[config.mk]
export PLATFORM = sky130hd
export DESIGN_NAME = ofdm_qpsk_frame_source
export DESIGN_NICKNAME = d
export VERILOG_FILES = /design/src/rtl/ofdm_qpsk_frame_source.sv
export SDC_FILE = /design/constraint.sdc
export NUM_CORES = 1
export LEC_CHECK = 0
export CORE_MARGIN = 5
export CORE_UTILIZATION = 49
export CTS_BUF_LIST = sky130_fd_sc_hd__clkbuf_4
export DETAILED_ROUTE_END_ITERATION = 6
export HOLD_SLACK_MARGIN = 0.06
export PLACE_DENSITY = 0.87
export SYNTH_ARGS = -nofsm -noshare
export SYNTH_HDL_FRONTEND = slang
export SYNTH_SLANG_ARGS = --single-unit
[constraint.sdc]
create_clock -name clk -period 3.22 [get_ports clk]
set_clock_uncertainty 0.2 [all_clocks]
set_input_delay 0.644 -clock clk [delete_from_list [all_inputs] [get_ports clk]]
set_output_delay 0.644 -clock clk [all_outputs]
set_load 0.005 [all_outputs]
[src/rtl/ofdm_qpsk_frame_source.sv]
// ofdm_qpsk_frame_source
// Maps 2-bit QPSK symbols to complex beats and frames them into N_PTS-beat
// packets for a streaming IFFT sink. Beat 0 of every packet is a zero DC
// null. Beats 1..N_PTS-1 carry one mapped symbol each.
//
// Ports
//   clk        : rising-edge clock
//   reset      : synchronous, active-high reset
//   in_valid   : input symbol valid
//   in_ready   : symbol accepted when in_valid && in_ready (combinational)
//   in_bits    : QPSK symbol, [1] real sign, [0] imag sign (1 = negative)
//   src_valid  : output beat valid
//   src_ready  : downstream ready (ready latency 0)
//   src_sop    : first beat of packet (the DC null)
//   src_eop    : last beat of packet (beat N_PTS-1)
//   src_real   : real part, two's complement, DATA_W bits
//   src_imag   : imaginary part, two's complement, DATA_W bits
//   src_error  : tied to 2'b00
//   fftpts     : tied to N_PTS
//   inverse    : tied to 1 (inverse transform)
//   pkt_count  : packets whose eop beat transferred, wraps
module ofdm_qpsk_frame_source #(
  parameter int N_PTS    = 8,
  parameter int DATA_W   = 8,
  parameter int AMP      = 90,
  parameter int PKTCNT_W = 16
) (
  input  logic                     clk,
  input  logic                     reset,
  input  logic                     in_valid,
  output logic                     in_ready,
  input  logic [1:0]               in_bits,
  output logic                     src_valid,
  input  logic                     src_ready,
  output logic                     src_sop,
  output logic                     src_eop,
  output logic signed [DATA_W-1:0] src_real,
  output logic signed [DATA_W-1:0] src_imag,
  output logic [1:0]               src_error,
  output logic [3:0]               fftpts,
  output logic                     inverse,
  output logic [PKTCNT_W-1:0]      pkt_count
);

  localparam int IDX_W = (N_PTS > 2) ? $clog2(N_PTS) : 1;
  localparam logic [IDX_W-1:0] LAST_IDX = IDX_W'(N_PTS - 1);
  localparam logic signed [DATA_W-1:0] AMP_POS = DATA_W'(AMP);

  // QPSK sign bit to amplitude: 0 -> +AMP, 1 -> -AMP.
  function automatic logic signed [DATA_W-1:0] map_qpsk(input logic neg);
    map_qpsk = neg ? -AMP_POS : AMP_POS;
  endfunction

  logic                     r_vld_p0;
  logic                     r_sop_p0;
  logic                     r_eop_p0;
  logic signed [DATA_W-1:0] r_real_p0;
  logic signed [DATA_W-1:0] r_imag_p0;
  logic [IDX_W-1:0]         r_idx;
  logic [PKTCNT_W-1:0]      r_pkt_count;
  logic                     w_load_en;

  // The output register may be (re)loaded when empty or being drained.
  // A symbol is only taken for data beats; the null beat consumes nothing,
  // so the pending symbol stays on in_bits for beat 1.
  always_comb begin
    w_load_en = !r_vld_p0 || src_ready;
    in_ready  = w_load_en && (r_idx != '0);
  end

  // Stage p0: single output register, beat index and packet counter.
  always_ff @(posedge clk) begin
    if (reset) begin
      r_vld_p0    <= 1'b0;
      r_sop_p0    <= 1'b0;
      r_eop_p0    <= 1'b0;
      r_real_p0   <= '0;
      r_imag_p0   <= '0;
      r_idx       <= '0;
      r_pkt_count <= '0;
    end else begin
      if (r_vld_p0 && src_ready && r_eop_p0)
        r_pkt_count <= r_pkt_count + PKTCNT_W'(1);
      if (w_load_en) begin
        if (!in_valid) begin
          // Bubble: allowed anywhere, the packet resumes on the next valid.
          r_vld_p0 <= 1'b0;
        end else if (r_idx == '0) begin
          // A packet only opens once data is pending.
          r_vld_p0  <= 1'b1;
          r_sop_p0  <= 1'b1;
          r_eop_p0  <= 1'b0;
          r_real_p0 <= '0;
          r_imag_p0 <= '0;
          r_idx     <= IDX_W'(1);
        end else begin
          r_vld_p0  <= 1'b1;
          r_sop_p0  <= 1'b0;
          r_eop_p0  <= (r_idx == LAST_IDX);
          r_real_p0 <= map_qpsk(in_bits[1]);
          r_imag_p0 <= map_qpsk(in_bits[0]);
          r_idx     <= (r_idx == LAST_IDX) ? '0 : r_idx + IDX_W'(1);
        end
      end
    end
  end

  assign src_valid = r_vld_p0;
  assign src_sop   = r_sop_p0;
  assign src_eop   = r_eop_p0;
  assign src_real  = r_real_p0;
  assign src_imag  = r_imag_p0;
  assign pkt_count = r_pkt_count;
  assign src_error = 2'b00;
  assign fftpts    = 4'(N_PTS);
  assign inverse   = 1'b1;

endmodule

==> results by group, run 1 <==
STA
  • Tmin final: 2.79 ns
  • Worst slew pin tran: 0.952 ns
  • Fmax: 359 MHz
  • Final Max Slew Viols: 0
  • Final setup TNS: 0 ns
  • Period utilization: 0.865
  • Fin. Hold Viols: 0
  • RSZ-0062 raised after global routing: no
  • # setup viols final: 0
  • Slew HR: 0.364

Min path
  • WHS Endpoint: src_imag[6]$_SDFFE_PP0P_
  • Worst min-delay path category: flip-flop to flip-flop
  • Worst hold path stage count: 2
  • Hold path start: src_imag[6]$_SDFFE_PP0P_

Worst setup path
  • Worst setup EP type: output pin
  • R2R Path End: pkt_count[15]$_SDFFE_PP0P_
  • Critical path arrival: 1.94 ns
  • Register-to-Register Path Depth: 4
  • Worst Path Required: 2.38 ns
  • Crit Path Class: input pin to output pin
  • Worst Setup Start Kind: input pin
  • R2r setup slk: 1.39 ns
  • Crit path from: src_ready
  • R2r startpoint: src_valid$_SDFFE_PP0N_
  • Crit-path max FO: 4

Power and ir drop
  • Leakage Power: 0.608 nW
  • Cell Pwr Density: 346 nW/um2
  • Worst IR drop on VDD: 0.345 mV

Floorplanning
  • DIE HEIGHT: 62.3 um
  • Core area: 2690 um2
  • Die area: 3890 um2
  • Row cnt: 19
  • Die X: 62.3 um
  • I/O Pins: 49
  • Initial Utilization: 0.500

Logic synthesis
  • Yosys top cell area share: 0.403
  • Yosys reg bits: 27
  • Sequential fraction of the synthesis area: 0.403
  • Cells after Synth: 158
  • Yosys top cell by area: dfxtp_1
  • Unique cell type count in the Yosys netlist: 31
  • Largest cells by area after synthesis: dfxtp_1 40%, buf_4 10%, a21oi_1 5.6%, nor2_1 3.9%, ha_1 3.7%
  • YS warnings: 0
  • Top_reg_cell synth: dfxtp_1
  • Asr flop ratio synth: 0
  • Mapped cell area: 1340 um2
  • EDFF count, synth: 0
  • Commonest cells in the netlist: 27 x dfxtp_1, 18 x buf_4, 15 x a21oi_1
  • Most common cell in the netlist: dfxtp_1
  • Avg Inst Size Synth: 8.50 um2

GRT
  • Vias in the first global route: 1081
  • Total grt overflow: 0
  • Initial antenna violation count: 0
  • First-pass GRT wire length: 4730 um
  • Largest net degree at the start of global routing: 28
  • Gr usage total: 0.143

Clock tree
  • Post-CTS Resized: 0
  • Root Driver: clkbuf_4
  • Worst-skew pair later-pin latency: 0.32 ns
  • Cts-stage hold buffer count: 0
  • Clock H-tree levels: 1
  • Reg clk slew, reported paths: 0.14 ns
  • Post-CTS Setup Bufs: 0
  • CTS tree: built
  • Clock Sinks: 27
  • CTS Buf Count: 3
  • Max Root-Sink Buffers: 2

Job
  • # Max-Cap Violations: 0

Placed design
  • GPL Wtd Cong: 0.727
  • PortBufs: 39
  • Placed Area: 1630 um2
  • DP HPWL: 2140 um

Drt
  • Vias: 1125
  • Detailed Routing Iterations Pass 1: 5
  • Post-route DRC violation count: 0
  • Final Routed Wirelength: 2830 um
  • Final ANT Viol Nets: 0
  • Initial DRC Count: 15
  • Routed len/inst: 13.1 um
  • Vias per cell: 5.23

Layout
  • Post-layout util: 0.617
  • Layout cells sized above 1: 0.0435
  • Fillers: 241
  • Area grow syn2layout: 23.4%
  • Design area: 1660 um2
  • Ant diodes: 0
  • Nets: 195

Status
  • Status: completed
## area by class of cell
class	count	area, um2	area share
clock buffers	4	30.0	0.0181
inverters	5	18.8	0.0113
multi-input cells	109	638	0.385
flip-flops and latches	27	541	0.326
well taps	31	38.8	0.0234
repair buffers	39	390	0.236
## metrics by stage
stage	instances	power, mW	hold slack, ns	setup WS, ns
after floorplan	165	0.405	0.253	1.35
after CTS	215	0.578	0.300	0.429
after global routing	215	0.604	0.324	0.354
after global placement	211	0.424	0.247	0.436
final	215	0.574	0.292	0.433
after detailed placement	211	0.428	0.281	0.429
## placed cells by master, fill, tap and decap left out
master           synthesis  routed
dfxtp_1                 27      27
clkbuf_4                 1       4
nand4_1                  5       5
nand2b_1                 2       2
inv_1                    5       5
and3_2                   1       1
ha_1                     4       4
and4_4                   1       1
nor2_1                  14      14
nand3_1                  8       8
xor2_1                   5       5
nand4_4                  1       1
and2_2                   1       1
conb_1                   2       9
a21oi_1                 15      15
a211oi_1                 2       2
nand2_1                 13      13
xnor2_1                  4       4
o21ai_0                  6       6
and2_1                   2       2
and4_1                   2       2
and3_1                   1       1
mux2i_1                  1       1
o31ai_1                  1       1
nor3_1                   1       1
clkdlybuf4s50_1          0      39
or3_1                    7       7
or4_1                    1       1
nor4_1                   2       2
## how the worst max path moves through the flow
stage                                 end  slack, ns  cells after the start
2_1_floorplan  pkt_count[15]$_SDFFE_PP0P_       1.35                      5
3_3_place_gp                     in_ready       0.44                      4
3_5_place_dp                     in_ready       0.43                      4
4_1_cts                          in_ready       0.43                      4
5_1_grt                          in_ready       0.35                      4
6_report                         in_ready       0.43                      4
## cells by family after synthesis
family                   count (synthesis)  synth area share
AO/OA/AOI/OAI                           24            0.0951
XOR/XNOR                                 9            0.0587
adder cells (fa/ha/maj)                  4            0.0373
buffers and inverters                   29             0.142
flip-flops                              27             0.403
multiplexers                             1           0.00746
other                                    2           0.00559
AND/OR/NAND/NOR                         62             0.252
## sequential cells by signal (all words and copies together) (netlist names)
signal     count
pkt_count     16
src_sop        1
src_eop        1
r_idx          3
src_valid      1
src_real       3
src_imag       2
## power breakdown
| part | switching, mW | leakage, nW | internal (mW) |
|---|---|---|---|
| combinational | 0.0336 | 0.371 | 0.0370 |
| clock | 0.0969 | 0.0184 | 0.0569 |
| sequential | 0.00701 | 0.219 | 0.342 |
## worst max-delay path, cell delays in order
cell	delay, ns
clkdlybuf4s50_1	0.51
nand2b_1	0.16
and2_1	0.13
clkdlybuf4s50_1	0.49
## per-layer routing
metal  part of all wire  global-route usage
met3              0.067              0.0378
met4              0.011              0.0477
met2               0.48               0.262
met1               0.44               0.156
met5                  0                   0
Power figures use the tool's default switching activity.
==> run 2, diff against run 1 <==
--- a/config.mk
+++ b/config.mk
@@ -10,7 +10,7 @@
 export CTS_BUF_LIST = sky130_fd_sc_hd__clkbuf_4
 export DETAILED_ROUTE_END_ITERATION = 6
 export HOLD_SLACK_MARGIN = 0.06
-export PLACE_DENSITY = 0.87
+export PLACE_DENSITY_LB_ADDON = 0.3
 export SYNTH_ARGS = -nofsm -noshare
 export SYNTH_HDL_FRONTEND = slang
 export SYNTH_SLANG_ARGS = --single-unit
==> run 2 against run 1 <==
  * Register-to-register slack improved by 0.02 ns
  * Critical path depth unchanged
  * Final area stayed put
  * Routed wire length shrank 2.1%
  * Flip-flop and latch count did not move
  * Largest cell class unchanged
==> results by group, run 2 (synthesized netlist as in run 1, its figures left out) <==
GRT
  • Gr usage total: 0.142 (was 0.143)
  • First-pass GRT wire length: 4720 um (was 4730 um)
  • Total grt overflow: 0 (unchanged)
  • Largest net degree at the start of global routing: 28 (unchanged)
  • Vias in the first global route: 1063 (was 1081)
  • Initial antenna violation count: 0 (unchanged)

Floorplanning
  • Die area: 3890 um2 (unchanged)
  • DIE HEIGHT: 62.3 um (unchanged)
  • Die X: 62.3 um (unchanged)
  • Initial Utilization: 0.500 (unchanged)
  • I/O Pins: 49 (unchanged)
  • Core area: 2690 um2 (unchanged)
  • Row cnt: 19 (unchanged)

Worst setup path
  • Crit Path Class: input pin to output pin (unchanged)
  • Critical path arrival: 1.94 ns (about the same)
  • Worst setup EP type: output pin (unchanged)
  • Worst Setup Start Kind: input pin (unchanged)
  • Crit-path max FO: 4 (unchanged)
  • Worst Path Required: 2.38 ns (about the same)

Placed design
  • Placed Area: 1630 um2 (unchanged)
  • PortBufs: 39 (unchanged)
  • DP HPWL: 2040 um (was 2140 um)
  • GPL Wtd Cong: 0.753 (was 0.727)

Layout
  • Design area: 1660 um2 (unchanged)
  • Leading cell type in the layout, fill and taps excluded: clkdlybuf4s50_1 (unchanged)
  • Area grow syn2layout: 23.4% (unchanged)
  • Layout cells sized above 1: 0.0435 (unchanged)
  • Nets: 195 (unchanged)
  • Most frequent cells in the layout: 39 x clkdlybuf4s50_1, 27 x dfxtp_1, 15 x a21oi_1 (unchanged)
  • Max reg flops: 16 (unchanged)
  • Ant diodes: 0 (unchanged)

Power and ir drop
  • Worst IR drop on VDD: 0.281 mV (was 0.345 mV)
  • Leakage Power: 0.608 nW (unchanged)
  • Cell Pwr Density: 346 nW/um2 (about the same)

Status
  • Status: completed (unchanged)

STA
  • Tmin final: 2.78 ns (was 2.79 ns)
  • Fmax: 359 MHz (about the same)
  • # setup viols final: 0 (unchanged)
  • Worst slew pin tran: 0.954 ns (was 0.952 ns)
  • Final Max Slew Viols: 0 (unchanged)
  • Slew HR: 0.362 (was 0.364)
  • Final setup TNS: 0 ns (unchanged)
  • Period utilization: 0.865 (about the same)
  • RSZ-0062 raised after global routing: no (unchanged)
  • Fin. Hold Viols: 0 (unchanged)

Drt
  • Vias: 1112 (was 1125)
  • Final Routed Wirelength: 2770 um (was 2830 um)
  • Routed len/inst: 12.9 um (was 13.1 um)
  • Uppermost layer routed: met4 (unchanged)
  • Detailed Routing Iterations Pass 1: 4 (was 5)
  • Metal3 WL: 184 um (was 188 um)
  • Final ANT Viol Nets: 0 (unchanged)
  • DR WL met2: 1280 um (was 1350 um)
  • Vias per cell: 5.17 (was 5.23)
  • DRT met1 WL: 1280 um (was 1260 um)
  • Post-route DRC violation count: 0 (unchanged)
  • Initial DRC Count: 47 (was 15)

Clock tree
  • CTS tree: built (unchanged)
  • Max Root-Sink Buffers: 2 (unchanged)
  • Cts-stage hold buffer count: 0 (unchanged)
  • CTS Buf Count: 3 (unchanged)
  • Worst-skew pair later-pin latency: 0.32 ns (about the same)
  • Clock Sinks: 27 (unchanged)
  • Post-CTS Setup Bufs: 0 (unchanged)
  • Reg clk slew, reported paths: 0.15 ns (was 0.14 ns)
  • Post-CTS Resized: 0 (unchanged)
  • Clock H-tree levels: 1 (unchanged)
  • Root Driver: clkbuf_4 (unchanged)

Job
  • # Max-Cap Violations: 0 (unchanged)

Min path
  • Worst min-delay path category: flip-flop to flip-flop (unchanged)
==> run 2: cell counts in the layout (fill, tap and decap cells not counted) <==
No cell type changed its count.
==> run 2: per-stage QoR <==
stage                      util  total power, mW  setup WS [ns]  cells  hold WS [ns]
after floorplan               -            0.405           1.35    165         0.253
after global placement    0.605            0.425          0.462    211         0.246
after detailed placement  0.605            0.428          0.424    211         0.262
after CTS                 0.617            0.579          0.419    215         0.281
after global routing      0.617            0.605          0.343    215         0.306
final                     0.617            0.573          0.436    215         0.279
==> run 2: per-layer routing <==
| layer | GRT usage | vias up |
|---|---|---|
| met4 | 0.0504 | 0 |
| met5 | 0 | - |
| met2 | 0.244 | 41 |
| li1 | - | 561 |
| met1 | 0.169 | 508 |
| met3 | 0.0378 | 2 |
==> run 2: final cells by class <==
type                    instances  area, um2
multi-input cells             109        638
repair buffers                 39        390
fillers                       245       1030
inverters                       5       18.8
flip-flops and latches         27        541
clock buffers                   4       30.0
well taps                      31       38.8
==> run 2: power breakdown <==
part           total [mW]  internal (mW)  leakage [nW]  switching [mW]
clock network       0.153         0.0568        0.0184          0.0967
logic              0.0707         0.0370         0.371          0.0337
registers           0.349          0.342         0.219         0.00643
total               0.573          0.436         0.608           0.137
==> run 2: path summary, 6_finish.rpt <==
check / startpoint / end / slack, ns / cells after the start
max: src_ready / in_ready / 0.44 / 4
min: src_sop$_SDFFE_PP0P_ / src_sop$_SDFFE_PP0P_ / 0.28 / 2
max reg2reg: src_eop$_SDFFE_PP0P_ / pkt_count[15]$_SDFFE_PP0P_ / 1.41 / 4
min reg2reg: src_sop$_SDFFE_PP0P_ / src_sop$_SDFFE_PP0P_ / 0.28 / 2
==> run 2: worst max-delay path, cell delays in order <==
cell	delay (ns)
clkdlybuf4s50_1	0.51
nand2b_1	0.16
and2_1	0.13
clkdlybuf4s50_1	0.49
==> run 3, diff against run 2 <==
--- a/config.mk
+++ b/config.mk
@@ -5,7 +5,7 @@
 export SDC_FILE = /design/constraint.sdc
 export NUM_CORES = 1
 export LEC_CHECK = 0
-export CORE_MARGIN = 5
+export CORE_MARGIN = 8
 export CORE_UTILIZATION = 49
 export CTS_BUF_LIST = sky130_fd_sc_hd__clkbuf_4
 export DETAILED_ROUTE_END_ITERATION = 6
==> run 3 against run 2 <==
  * Sequential power is essentially flat
  * Die area grew 20%
  * Global-route usage shrank 1.2 points
  * First-iteration DRC count shrank 6.4%
  * Final area is the same
  * Non-clock buffer count is the same
  * Setup slack lost 0.0019 ns
  * Via count is the same
==> results by group, run 3 (synthesized netlist as in run 1, its figures left out) <==
Layout
  • Max reg flops: 16 (unchanged)
  • Leading cell type in the layout, fill and taps excluded: clkdlybuf4s50_1 (unchanged)
  • Ant diodes: 0 (unchanged)
  • Design area: 1660 um2 (unchanged)
  • Nets: 195 (unchanged)
  • Post-layout util: 0.617 (unchanged)
  • Area grow syn2layout: 23.4% (unchanged)
  • Final non-filler cell total: 215 (unchanged)
  • Layout cells sized above 1: 0.0435 (unchanged)
  • Most frequent cells in the layout: 39 x clkdlybuf4s50_1, 27 x dfxtp_1, 15 x a21oi_1 (unchanged)
  • Fillers: 232 (was 245)

Placed design
  • DP HPWL: 2220 um (was 2040 um)
  • GPL Wtd Cong: 0.740 (was 0.753)
  • Placed insts: 211 (unchanged)
  • Placed Area: 1630 um2 (unchanged)
  • PortBufs: 39 (unchanged)
  • Dpl ws: 0.422 ns (was 0.424 ns)

Power and ir drop
  • Overall Power: 576 uW (was 573 uW)
  • Flop pwr share: 0.606 (was 0.609)
  • Leakage Power: 0.604 nW (was 0.608 nW)
  • Sw Ratio: 0.258 (was 0.239)
  • Worst IR drop on VDD: 0.257 mV (was 0.281 mV)
  • Clock share of power: 0.271 (was 0.268)
  • Comb pwr share: 0.123 (about the same)
  • Sw Pwr: 148 uW (was 137 uW)
  • Pint: 427 uW (was 436 uW)
  • Cell Pwr Density: 347 nW/um2 (was 346 nW/um2)

Min path
  • Worst min-delay path category: flip-flop to flip-flop (unchanged)

Clock tree
  • Cts-stage hold buffer count: 0 (unchanged)
  • Post-CTS Resized: 0 (unchanged)
  • Max Root-Sink Buffers: 2 (unchanged)
  • Worst-skew pair later-pin latency: 0.34 ns (was 0.32 ns)
  • Clock Sinks: 27 (unchanged)
  • CTS Buf Count: 3 (unchanged)
  • Clock H-tree levels: 1 (unchanged)
  • Post-CTS Setup Bufs: 0 (unchanged)
  • Root Driver: clkbuf_4 (unchanged)
  • Reg clk slew, reported paths: 0.15 ns (about the same)
  • CTS tree: built (unchanged)

Worst setup path
  • Worst Setup Start Kind: input pin (unchanged)
  • R2R Path End: pkt_count[15]$_SDFFE_PP0P_ (unchanged)
  • Delay of the slowest critical-path stage: 0.51 ns (about the same)
  • Critical-path cell list: clkdlybuf4s50_1 -> nand2b_1 -> and2_1 -> clkdlybuf4s50_1 (unchanged)
  • Register-to-Register Path Depth: 4 (unchanged)
  • R2r startpoint: src_eop$_SDFFE_PP0P_ (unchanged)
  • Critical path arrival: 1.94 ns (about the same)
  • Crit-path max FO: 4 (unchanged)
  • Crit path from: src_ready (unchanged)
  • Worst setup EP type: output pin (unchanged)
  • R2r setup slk: 1.43 ns (was 1.41 ns)
  • Most used cell, CP: clkdlybuf4s50_1 (unchanged)
  • CP max-delay cell: clkdlybuf4s50_1 (unchanged)
  • Worst Path Required: 2.38 ns (about the same)
  • Crit Path Class: input pin to output pin (unchanged)
  • Worst setup endpoint: in_ready (unchanged)

Floorplanning
  • Initial Utilization: 0.500 (unchanged)
  • DIE HEIGHT: 68.3 um (was 62.3 um)
  • Core area: 2690 um2 (unchanged)
  • Die X: 68.3 um (was 62.3 um)
  • I/O Pins: 49 (unchanged)
  • Die area: 4670 um2 (was 3890 um2)
  • Row cnt: 19 (unchanged)

Drt
  • Post-route DRC violation count: 0 (unchanged)
  • Detailed Routing Iterations Pass 1: 4 (unchanged)
  • Final ANT Viol Nets: 0 (unchanged)
  • Routed len/inst: 13.7 um (was 12.9 um)
  • Final Routed Wirelength: 2960 um (was 2770 um)
  • Vias per cell: 5.17 (unchanged)
  • Vias: 1112 (unchanged)
  • Initial DRC Count: 44 (was 47)

STA
  • Final worst slack: 0.434 ns (was 0.436 ns)
  • Slew HR: 0.373 (was 0.362)
  • RSZ-0062 raised after global routing: no (unchanged)
  • Final setup TNS: 0 ns (unchanged)
  • Fmax: 359 MHz (about the same)
  • # setup viols final: 0 (unchanged)
  • Tmin final: 2.79 ns (was 2.78 ns)
  • Worst slew pin tran: 0.937 ns (was 0.954 ns)
  • Period utilization: 0.865 (about the same)
  • Hold Slack: 0.271 ns (was 0.279 ns)
  • Fin. Hold Viols: 0 (unchanged)
  • Final Max Slew Viols: 0 (unchanged)

GRT
  • Initial antenna violation count: 0 (unchanged)
  • Gr usage total: 0.130 (was 0.142)
  • Largest net degree at the start of global routing: 28 (unchanged)
  • Vias in the first global route: 1049 (was 1063)
  • Total grt overflow: 0 (unchanged)
  • First-pass GRT wire length: 4740 um (was 4720 um)

Status
  • Status: completed (unchanged)

Job
  • # Max-Cap Violations: 0 (unchanged)
[run 3: cell types whose count changed in the layout (fill, tap and decap cells not counted)]
| cell | previous run | this run |
|---|---|---|
| clkbuf_4 | 4 | 3 |
| clkinvlp_4 | 0 | 1 |
[run 3: how the worst min path moves through the flow]
stage          depth (start not counted)                 start  slack, ns                   end
6_report                               2  src_sop$_SDFFE_PP0P_       0.27  src_sop$_SDFFE_PP0P_
5_1_grt                                2  src_sop$_SDFFE_PP0P_       0.30  src_sop$_SDFFE_PP0P_
4_1_cts                                2  src_sop$_SDFFE_PP0P_       0.27  src_sop$_SDFFE_PP0P_
3_5_place_dp                           2  src_sop$_SDFFE_PP0P_       0.25  src_sop$_SDFFE_PP0P_
3_3_place_gp                           2  src_sop$_SDFFE_PP0P_       0.25  src_sop$_SDFFE_PP0P_
2_1_floorplan                          2  src_sop$_SDFFE_PP0P_       0.25  src_sop$_SDFFE_PP0P_
[run 3: power by group through the flow]
stage          Combinational (mW)  Sequential, mW  Clock, mW
6_report                   0.0709           0.349      0.156
5_1_grt                    0.0792           0.350      0.175
4_1_cts                    0.0716           0.349      0.164
3_5_place_dp               0.0715           0.356          0
3_3_place_gp               0.0698           0.355          0
2_1_floorplan              0.0493           0.356          0
[run 3: layout make-up]
cell class,instances,area (um2),share of cell area
timing repair buffer,39,390,0.236
multi-input combinational,109,638,0.385
inverter,5,18.8,0.0113
clock buffer,3,22.5,0.0136
clock inverter,1,7.51,0.00453
tap,31,38.8,0.0234
sequential,27,541,0.326
[run 3: worst max-delay path: cells and delay by family]
family        cells  cell delay [ns]
buf+inv           2             1.00
simple gates      2             0.30
[run 3: routing by layer]
layer / global-route usage / vias to the layer above / routed length, um
li1: - / 564 / -
met1: 0.152 / 509 / 1290
met2: 0.217 / 34 / 1360
met4: 0.0716 / 0 / 56
met3: 0.0262 / 5 / 245
met5: 0 / - / 0
